<file path="config.mk">
export PLATFORM = sky130hd
export DESIGN_NAME = cntr_sched_flat
export DESIGN_NICKNAME = d
export VERILOG_FILES = /design/src/rtl/cntr_sched_pkg.sv /design/src/rtl/cntr_sched_if.sv /design/src/rtl/cntr_sched_rr_arb.sv /design/src/rtl/cntr_sched.sv /design/src/flat_wrapper.sv
export SDC_FILE = /design/constraint.sdc
export NUM_CORES = 1
export LEC_CHECK = 0
export CAP_MARGIN = 20
export CORE_MARGIN = 2
export CORE_UTILIZATION = 40
export CTS_CLUSTER_DIAMETER = 40
export DETAILED_ROUTE_END_ITERATION = 10
export PLACE_DENSITY_LB_ADDON = 0.05
export SYNTH_ARGS = -nofsm -noshare
export SYNTH_HDL_FRONTEND = slang
export SYNTH_HIERARCHICAL = 1
export SYNTH_SLANG_ARGS = --single-unit
</file>
<file path="constraint.sdc">
create_clock -name clk -period 3.56 [get_ports clk]
set_input_delay 0.712 -clock clk [delete_from_list [all_inputs] [get_ports clk]]
set_output_delay 0.712 -clock clk [all_outputs]
set_load 0.02 [all_outputs]
</file>
<file path="src/rtl/cntr_sched_pkg.sv">
// Shared types and constants for the cntr_sched counter scheduler.
package cntr_sched_pkg;

  localparam int CS_W = 4;
  localparam logic [CS_W-1:0] CS_TERM = '1;

  typedef enum logic [1:0] {
    IDLE,
    LOAD,
    RUN,
    DONE
  } cs_state_e;

  // Index of the set bit; requester count never exceeds 8.
  function automatic logic [2:0] oh2idx(input logic [7:0] oh);
    oh2idx = 3'd0;
    for (int i = 0; i < 8; i++) begin
      if (oh[i]) oh2idx = 3'(i);
    end
  endfunction

endpackage

</file>
<file path="src/rtl/cntr_sched_if.sv">
// Requester/counter bundle between cntr_sched (slave) and its surroundings (master).
interface cntr_sched_if #(
  parameter int NREQ = 4,
  parameter int W    = 4
);
  logic [NREQ-1:0]   req;
  logic [NREQ*W-1:0] start_val;
  logic [NREQ-1:0]   gnt;
  logic [NREQ-1:0]   done;
  logic              busy;
  logic              cnt_ld;
  logic [W-1:0]      cnt_d;
  logic [W-1:0]      cnt_q;

  modport slave (
    input  req, start_val, cnt_q,
    output gnt, done, busy, cnt_ld, cnt_d
  );

  modport master (
    output req, start_val, cnt_q,
    input  gnt, done, busy, cnt_ld, cnt_d
  );
endinterface

</file>
<file path="src/rtl/cntr_sched_rr_arb.sv">
// Combinational round-robin picker; CNTR_SCHED_FIXED_PRIO_EN pins the search base to index 0.
module cntr_sched_rr_arb #(
  parameter int NREQ = 4,
  parameter int PW   = 2
) (
  input  logic [NREQ-1:0] i_req,
  input  logic [PW-1:0]   i_ptr,
  output logic [NREQ-1:0] o_win,
  output logic            o_valid
);

  logic [PW-1:0] w_base;

`ifdef CNTR_SCHED_FIXED_PRIO_EN
  logic w_unused_ptr;
  assign w_unused_ptr = ^i_ptr;
  assign w_base = '0;
`else
  assign w_base = i_ptr;
`endif

  // Scan upward from the base, wrapping; the first asserted request wins.
  always_comb begin
    int idx;
    o_win   = '0;
    o_valid = 1'b0;
    idx     = 0;
    for (int k = 0; k < NREQ; k++) begin
      idx = int'(w_base) + k;
      if (idx >= NREQ) idx = idx - NREQ;
      if (!o_valid && i_req[idx]) begin
        o_win[idx] = 1'b1;
        o_valid    = 1'b1;
      end
    end
  end

endmodule

</file>
<file path="src/rtl/cntr_sched.sv">
// Shares one external loadable up-counter among NREQ requesters.
// Build option: CNTR_SCHED_FIXED_PRIO_EN selects fixed lowest-index priority instead of round-robin.
module cntr_sched
  import cntr_sched_pkg::*;
#(
  parameter int NREQ = 4,
  parameter int W    = CS_W
) (
  input logic         clk,
  input logic         rst,
  cntr_sched_if.slave bus
);

  localparam int PW = (NREQ > 1) ? $clog2(NREQ) : 1;
  localparam logic [W-1:0] TERM = {W{1'b1}};

  cs_state_e       r_state, w_state_nxt;
  logic [NREQ-1:0] r_gnt, w_gnt_nxt;
  logic [NREQ-1:0] r_done, w_done_nxt;
  logic            r_busy, w_busy_nxt;
  logic            r_cnt_ld, w_cnt_ld_nxt;
  logic [W-1:0]    r_cnt_d, w_cnt_d_nxt;
  logic [NREQ-1:0] w_win;
  logic            w_valid;
  logic [PW-1:0]   w_ptr;
  logic [2:0]      w_win_idx;

  cntr_sched_rr_arb #(.NREQ(NREQ), .PW(PW)) u_arb (
    .i_req  (bus.req),
    .i_ptr  (w_ptr),
    .o_win  (w_win),
    .o_valid(w_valid)
  );

  assign w_win_idx = oh2idx(8'(w_win));

`ifdef CNTR_SCHED_FIXED_PRIO_EN
  assign w_ptr = '0;
`else
  logic [PW-1:0] r_ptr;
  logic [2:0]    w_gnt_idx;

  assign w_gnt_idx = oh2idx(8'(r_gnt));

  // Next search starts just past the requester that has finished.
  always_ff @(posedge clk or negedge rst) begin
    if (!rst) begin
      r_ptr <= '0;
    end else if (r_state == DONE) begin
      r_ptr <= (int'(w_gnt_idx) == NREQ - 1) ? '0 : PW'(w_gnt_idx + 3'd1);
    end
  end

  assign w_ptr = r_ptr;
`endif

  always_ff @(posedge clk or negedge rst) begin
    if (!rst) begin
      r_state  <= IDLE;
      r_gnt    <= '0;
      r_done   <= '0;
      r_busy   <= 1'b0;
      r_cnt_ld <= 1'b0;
      r_cnt_d  <= '0;
    end else begin
      r_state  <= w_state_nxt;
      r_gnt    <= w_gnt_nxt;
      r_done   <= w_done_nxt;
      r_busy   <= w_busy_nxt;
      r_cnt_ld <= w_cnt_ld_nxt;
      r_cnt_d  <= w_cnt_d_nxt;
    end
  end

  // The load value is captured at grant time, so later start_val changes cannot disturb it.
  always_comb begin
    w_state_nxt  = r_state;
    w_gnt_nxt    = r_gnt;
    w_done_nxt   = '0;
    w_busy_nxt   = r_busy;
    w_cnt_ld_nxt = 1'b0;
    w_cnt_d_nxt  = r_cnt_d;
    case (r_state)
      IDLE: begin
        if (w_valid) begin
          w_gnt_nxt    = w_win;
          w_cnt_d_nxt  = bus.start_val[int'(w_win_idx)*W +: W];
          w_cnt_ld_nxt = 1'b1;
          w_busy_nxt   = 1'b1;
          w_state_nxt  = LOAD;
        end
      end
      LOAD: w_state_nxt = RUN;
      RUN: begin
        if (bus.cnt_q == TERM) begin
          w_done_nxt  = r_gnt;
          w_state_nxt = DONE;
        end
      end
      DONE: begin
        w_gnt_nxt   = '0;
        w_busy_nxt  = 1'b0;
        w_state_nxt = IDLE;
      end
      default: w_state_nxt = IDLE;
    endcase
  end

  assign bus.gnt    = r_gnt;
  assign bus.done   = r_done;
  assign bus.busy   = r_busy;
  assign bus.cnt_ld = r_cnt_ld;
  assign bus.cnt_d  = r_cnt_d;

endmodule

</file>
<file path="src/flat_wrapper.sv">
// flat-port wrapper written by rule: the top's interface ports become plain ports
module cntr_sched_flat import cntr_sched_pkg::*;
#(
  parameter int NREQ = 4,
  parameter int W    = CS_W
)
  (clk, rst, bus_req, bus_start_val, bus_cnt_q, bus_gnt, bus_done, bus_busy, bus_cnt_ld, bus_cnt_d);
  cntr_sched_if #(.NREQ(NREQ), .W(W)) bus_i ();
  input logic clk;
  input logic rst;
  input wire logic [$bits(bus_i.req)-1:0] bus_req;
  input wire logic [$bits(bus_i.start_val)-1:0] bus_start_val;
  input wire logic [$bits(bus_i.cnt_q)-1:0] bus_cnt_q;
  output wire logic [$bits(bus_i.gnt)-1:0] bus_gnt;
  output wire logic [$bits(bus_i.done)-1:0] bus_done;
  output wire logic [$bits(bus_i.busy)-1:0] bus_busy;
  output wire logic [$bits(bus_i.cnt_ld)-1:0] bus_cnt_ld;
  output wire logic [$bits(bus_i.cnt_d)-1:0] bus_cnt_d;
  assign bus_i.req = bus_req;
  assign bus_i.start_val = bus_start_val;
  assign bus_i.cnt_q = bus_cnt_q;
  assign bus_gnt = bus_i.gnt;
  assign bus_done = bus_i.done;
  assign bus_busy = bus_i.busy;
  assign bus_cnt_ld = bus_i.cnt_ld;
  assign bus_cnt_d = bus_i.cnt_d;
  cntr_sched #(.NREQ(NREQ), .W(W)) u_core (.clk(clk), .rst(rst), .bus(bus_i));
endmodule
</file>
[Word-level counts from Yosys, hierarchy flattened]
Cells that the tools add are included.
Storage, ports and cells
  bits in registers: 18
  logic and storage cells: 103
Operators by class
  equality and inequality tests: 7
  bitwise operators: 3
  mux-type cells: 50
  $add $sub $neg: 8
  reduce and logical (&&, ||, !) cells: 15
  order comparisons: 12
  shift-type cells: 1
Operator list (number)
  >= comparator 32 x 1 -> 1 bit (second input constant): 4
  < comparator 32 x 4 -> 1 bit (second input constant): 4
  two-way mux 32 bit: 4
  two-way mux 4 bit: 7
  two-way mux 1 bit: 21
  indexed part select 16 x 6 -> 4 bit: 1
  bitwise OR 4 bit: 3
  subtractor 3 x 3 -> 4 bit (second input constant): 3
  two-way mux 2 bit: 5
  >= comparator 3 bit (second input constant): 3
  binary-select mux 1 bit (select 2 bit): 4
  demux 1 bit (select 2 bit): 4
  case mux 2 bit (4 select lines): 1
  case mux 4 bit (2 select lines): 1
  logical AND 1 bit: 7
  adder 2 x 2 -> 3 bit (second input constant): 2
  == test 2 bit (second input constant): 3
  two-way mux 3 bit: 2
  AND reduction 2 bit: 3
  == test 4 bit (second input constant): 1
  subtractor 2 x 3 -> 4 bit (second input constant): 1
  adder 2 x 1 -> 3 bit (second input constant): 1
  >= comparator 2 x 3 -> 1 bit (second input constant): 1
  zero test 1 bit: 3
  7 further kinds: 7

[Longest topological paths before layout]
  word-level depth: 19
  gate-level depth with buffers: 11
  mapped depth without buffers: 9

[Hierarchy]
The synthesis kept the hierarchy.
By module, submodules not included
  cntr_sched: seq. area each 450.4 um^2, cells an instance 80, area each 853.3 um^2, times used 1
  cntr_sched_rr_arb: seq. area each 0.0 um^2, cells an instance 59, area each 457.9 um^2, times used 1

[Least setup slack after synthesis]
No wires, ideal clock.
  path kind: register to register
  start: reg u_core.r_ptr[1]
  end: reg u_core.r_cnt_d[3], in the netlist u_core/bus.cnt_d[3]
  data required time: 3.433 ns
  stages on the path, launching flop included: 12
  path slack: 0.616 ns
  arrival: 2.816 ns
  setup time: 0.127 ns
  period minus slack after synthesis: 2.944 ns
  cells stage by stage: dfrtp_1 -> buf_2 -> inv_1 -> ha_1 -> buf_6 -> or3b_1 -> a2111o_1 -> nand3_2 -> o2bb2ai_1 -> mux2_4 -> a222oi_1 -> o21ai_1
On the way
  longest elaborated chain between the ends: 19
Ends and longest elaborated chain
  start: declaration: RTL line cntr_sched.sv:40  | logic [PW-1:0] r_ptr;
  start signal: assignment: RTL line cntr_sched.sv:50  | r_ptr <= (int'(w_gnt_idx) == NREQ - 1) ? '0 : PW'(w_gnt_idx + 3'd1);
  parallel branches: the longest is 14 deep, another holds >= comparator 32 x 1 -> 1 bit
  two-way mux 4 bit *: RTL line cntr_sched_rr_arb.sv:31  | if (!o_valid && i_req[idx]) begin
  net u_core.w_win[1]: RTL line cntr_sched.sv:23  | logic [NREQ-1:0] w_win;
  two-way mux 1 bit *: RTL line cntr_sched_pkg.sv:18  | if (oh[i]) oh2idx = 3'(i);
  two-way mux 3 bit * (2 in series): RTL line cntr_sched_pkg.sv:18
  indexed part select 16 x 6 -> 4 bit *: RTL line cntr_sched.sv:87  | w_cnt_d_nxt = bus.start_val[int'(w_win_idx)*W +: W];
  end signal: assignment: RTL line cntr_sched.sv:71  | r_cnt_d <= w_cnt_d_nxt;
  end: declaration: RTL line cntr_sched.sv:22  | logic [W-1:0] r_cnt_d, w_cnt_d_nxt;
Mark *: on every way through the listed nets, which the timed path passes. The select of a mux whose other input is x is not followed.
A chain may end at the register's enable or synchronous reset.

[Worst setup path after layout]
  start: reg u_core.r_ptr[0]
  end: reg u_core.r_cnt_d[1], in the netlist u_core/bus.cnt_d[1]
The elaborated chain is that of the path after synthesis.

==> metrics.yaml <==
cts_tree: "built"
maxUsedRoutingLayer: "met4"
r2r_slack_ns: 0.43
tightest_slew_ns: 0.814
p_per_area_nw_per_um2: 731
finalWirelength_mm: 3.29
syn-mean-instance-area_um2: 9.43
async_reset_ff_frac: 1.00
end_kind: "flip-flop"
met1Wirelength_mm: 1.45
syn-num-nets: 177
worst-path-buf-inv: 1
layout_min_cycle_time_ns: 3.13
cts.htree.levels: 1
crit_start: "u_core/r_ptr[0]"
hold_class: "flip-flop to flip-flop"
drv_slew: 0
reg2reg_depth: 9
cp.arrival_ns: 3.29
min_to: "u_core/bus.cnt_d[2]"
vias: 1203
worstSkewPairLatency_ns: 0.29
crit_family: "multiplexers"
path_cells: "inv_1, ha_1, mux2i_1, mux2_2, a211oi_1, o2bb2ai_1, mux2_2, a222oi_1, o21ai_0"
wl_met2_mm: 1.57
layout-drive-gt1-share: 0.0833
clock_skew_ns: 0.00222
finalSetupTns_ns: 0
cts-root-buf: "clkbuf_4"
slowest_delay_ns: 0.51
initial_core_util: 0.426
rsz0062_at_grt: "no"
maxCapViolations: 0
syn_inst: 139
cp_slowest_cell: "o2bb2ai_1"
setup_viol: 0
post_cts_buffers: 0
finalHoldViolations: 0
syn_area_um2: 1310
max_slew_margin: 0.456
cp_max_fo: 6
ios: 40
post_drt_wl_per_cell_um: 14.7
r2r_end: "u_core/bus.cnt_d[1]"
die_area_um2: 3750
r2r_start: "u_core/r_ptr[0]"
worstPathRequired_ns: 3.73
grt_pass1_wl_mm: 5.28
drc: 0
fp.dieW_um: 61.3
antenna_found_initial: 0
critPathKind: "flip-flop to flip-flop"
io_buffers: 39
postCtsHoldBufs: 0
coreArea_um2: 3080
critPathLaunchType: "flip-flop"
cts_buffer_depth: 2
cts.sinks: 18
cts.clk_slew.worst_paths_ns: 0.10
drt_iter0_markers: 52
synth_edf_count: 0
place_congestion: 0.842
power_mw: 1.30
die_h_um: 61.3
globalRoute.totalOverflow: 0
final_nets: 219
diodes: 0
grt_max_degree: 19
syn2layout_area_growth_pct: 36.1
holdPathStages: 2
grtUsageTotal: 0.188
ys_ff_latch: 18
hpwl_mm: 2.61
status: "finished, final reports clean"
cts_resized: 0
met3_length_um: 238
viasPerCell: 5.37
ant_nets: 0
ys_types: 35
synth_ff_type: "dfrtp_1"
fmax_mhz: 320
synth_warnings: 6
power_leakage_nw: 0.753
ys_seq_area_frac: 0.344
vdd_ir_drop_max_uv: 416
cts_made_buffers: 3
critical-path-top-cell-by-count: "mux2_2"
hp-start: "u_core/bus.cnt_d[2]"
core.rowCount: 20
drt-pass1-iter-count: 5
timing.final.crit_share: 0.878
grt_pass1_vias: 1187
[layer usage]
metal,track usage,up-vias
li1,-,597
met4,0.0528,0
met1,0.248,567
met3,0.0483,3
met2,0.305,36
met5,0,-
[kinds of logic (layout without fill, tap and decap cells)]
| kind of cell | after synthesis | after routing | share of synthesized area |
|---|---|---|---|
| buffers and inverters | 13 | 54 | 0.0439 |
| multiplexers | 15 | 15 | 0.125 |
| AO/OA/AOI/OAI | 38 | 38 | 0.203 |
| AND/OR/NAND/NOR | 43 | 43 | 0.170 |
| flip-flops | 18 | 18 | 0.344 |
| adder cells (fa/ha/maj) | 12 | 12 | 0.115 |
[synthesized netlist by cell type, drive strengths merged (2+ instances only)]
cell type,instances,area share
nor2b,2,0.0095
o22ai,8,0.038
ha,12,0.11
nor2,9,0.026
o21ai,10,0.038
a222oi,4,0.031
nand2,14,0.040
inv,9,0.026
nand3b,2,0.011
and2,2,0.0095
a211oi,4,0.023
nor3,3,0.011
mux2,8,0.072
nand2b,4,0.019
o2bb2ai,4,0.027
nand3,2,0.011
a21oi,3,0.011
a2bb2oi,2,0.013
buf,2,0.012
dfrtp,18,0.34
mux2i,7,0.053
clkbuf,2,0.0057
[how the worst max path moves through the flow]
stage / end / slack, ns / cells after the start
5_1_grt: u_core/bus.cnt_d[0] / 0.23 / 9
6_report: u_core/bus.cnt_d[1] / 0.43 / 9
3_5_place_dp: u_core/bus.cnt_d[1] / 0.19 / 8
3_3_place_gp: u_core/bus.cnt_d[3] / 0.34 / 8
4_1_cts: u_core/bus.cnt_d[1] / 0.48 / 9
2_1_floorplan: u_core/bus.cnt_d[3] / 0.62 / 11
[sequential cells by signal (all words and copies together) (netlist names)]
| name | count |
|---|---|
| u_core/bus.cnt_d | 4 |
| u_core/bus.done | 4 |
| u_core/bus.gnt | 4 |
| u_core/bus.cnt_ld | 1 |
| u_core/bus.busy | 1 |
| u_core/r_ptr | 2 |
| u_core/r_state | 2 |
[stage by stage]
step	hold slack, ns	instance area (µm²)	util	std cells	setup slack, ns
final	0.492	1780	0.580	224	0.435
after global routing	0.515	1780	0.580	224	0.230
after CTS	0.497	1780	0.580	224	0.480
after detailed placement	0.474	1750	0.568	220	0.189
after global placement	0.468	1750	0.568	220	0.344
after floorplan	0.416	1310	-	139	0.616
[power by group]
group	switching, mW	total [mW]	leakage [nW]	internal (mW)
sequential	0.0459	0.320	0.231	0.275
clock	0.0625	0.125	0.0210	0.0623
combinational	0.474	0.859	0.501	0.385
total	0.582	1.30	0.753	0.722
[placed cells by master, fill, tap and decap left out, drive strengths merged]
cell type,count
or4,1
and2b,1
nand2b,4
o211ai,1
nand3,2
nand4,1
nor3,3
a211oi,4
clkbuf,4
inv,9
or3b,1
a2111o,1
o21ai,10
mux2i,7
nand2,14
dfrtp,18
nand4b,1
a222oi,4
mux2,8
clkdlybuf4s50,39
o32a,1
a21oi,3
and2,2
o22ai,8
o2bb2ai,4
ha,12
nor2b,2
nor2,9
nand3b,2
a2bb2oi,2
buf,2
[tightest hold or removal path, delay by kind of cell (launching register included)]
kind	cells	cell delay [ns]
flops	1	0.36
compound gates	1	0.06
simple gates	1	0.05
[layout make-up]
type / count / area [µm²]
Fill cell: 274 / 1290
Multi-Input combinational cell: 108 / 803
Sequential cell: 18 / 450
Timing Repair Buffer: 41 / 405
Tap cell: 44 / 55.1
Clock buffer: 4 / 36.3
Inverter: 9 / 33.8
Note: power is estimated with default switching activity, not from simulation.
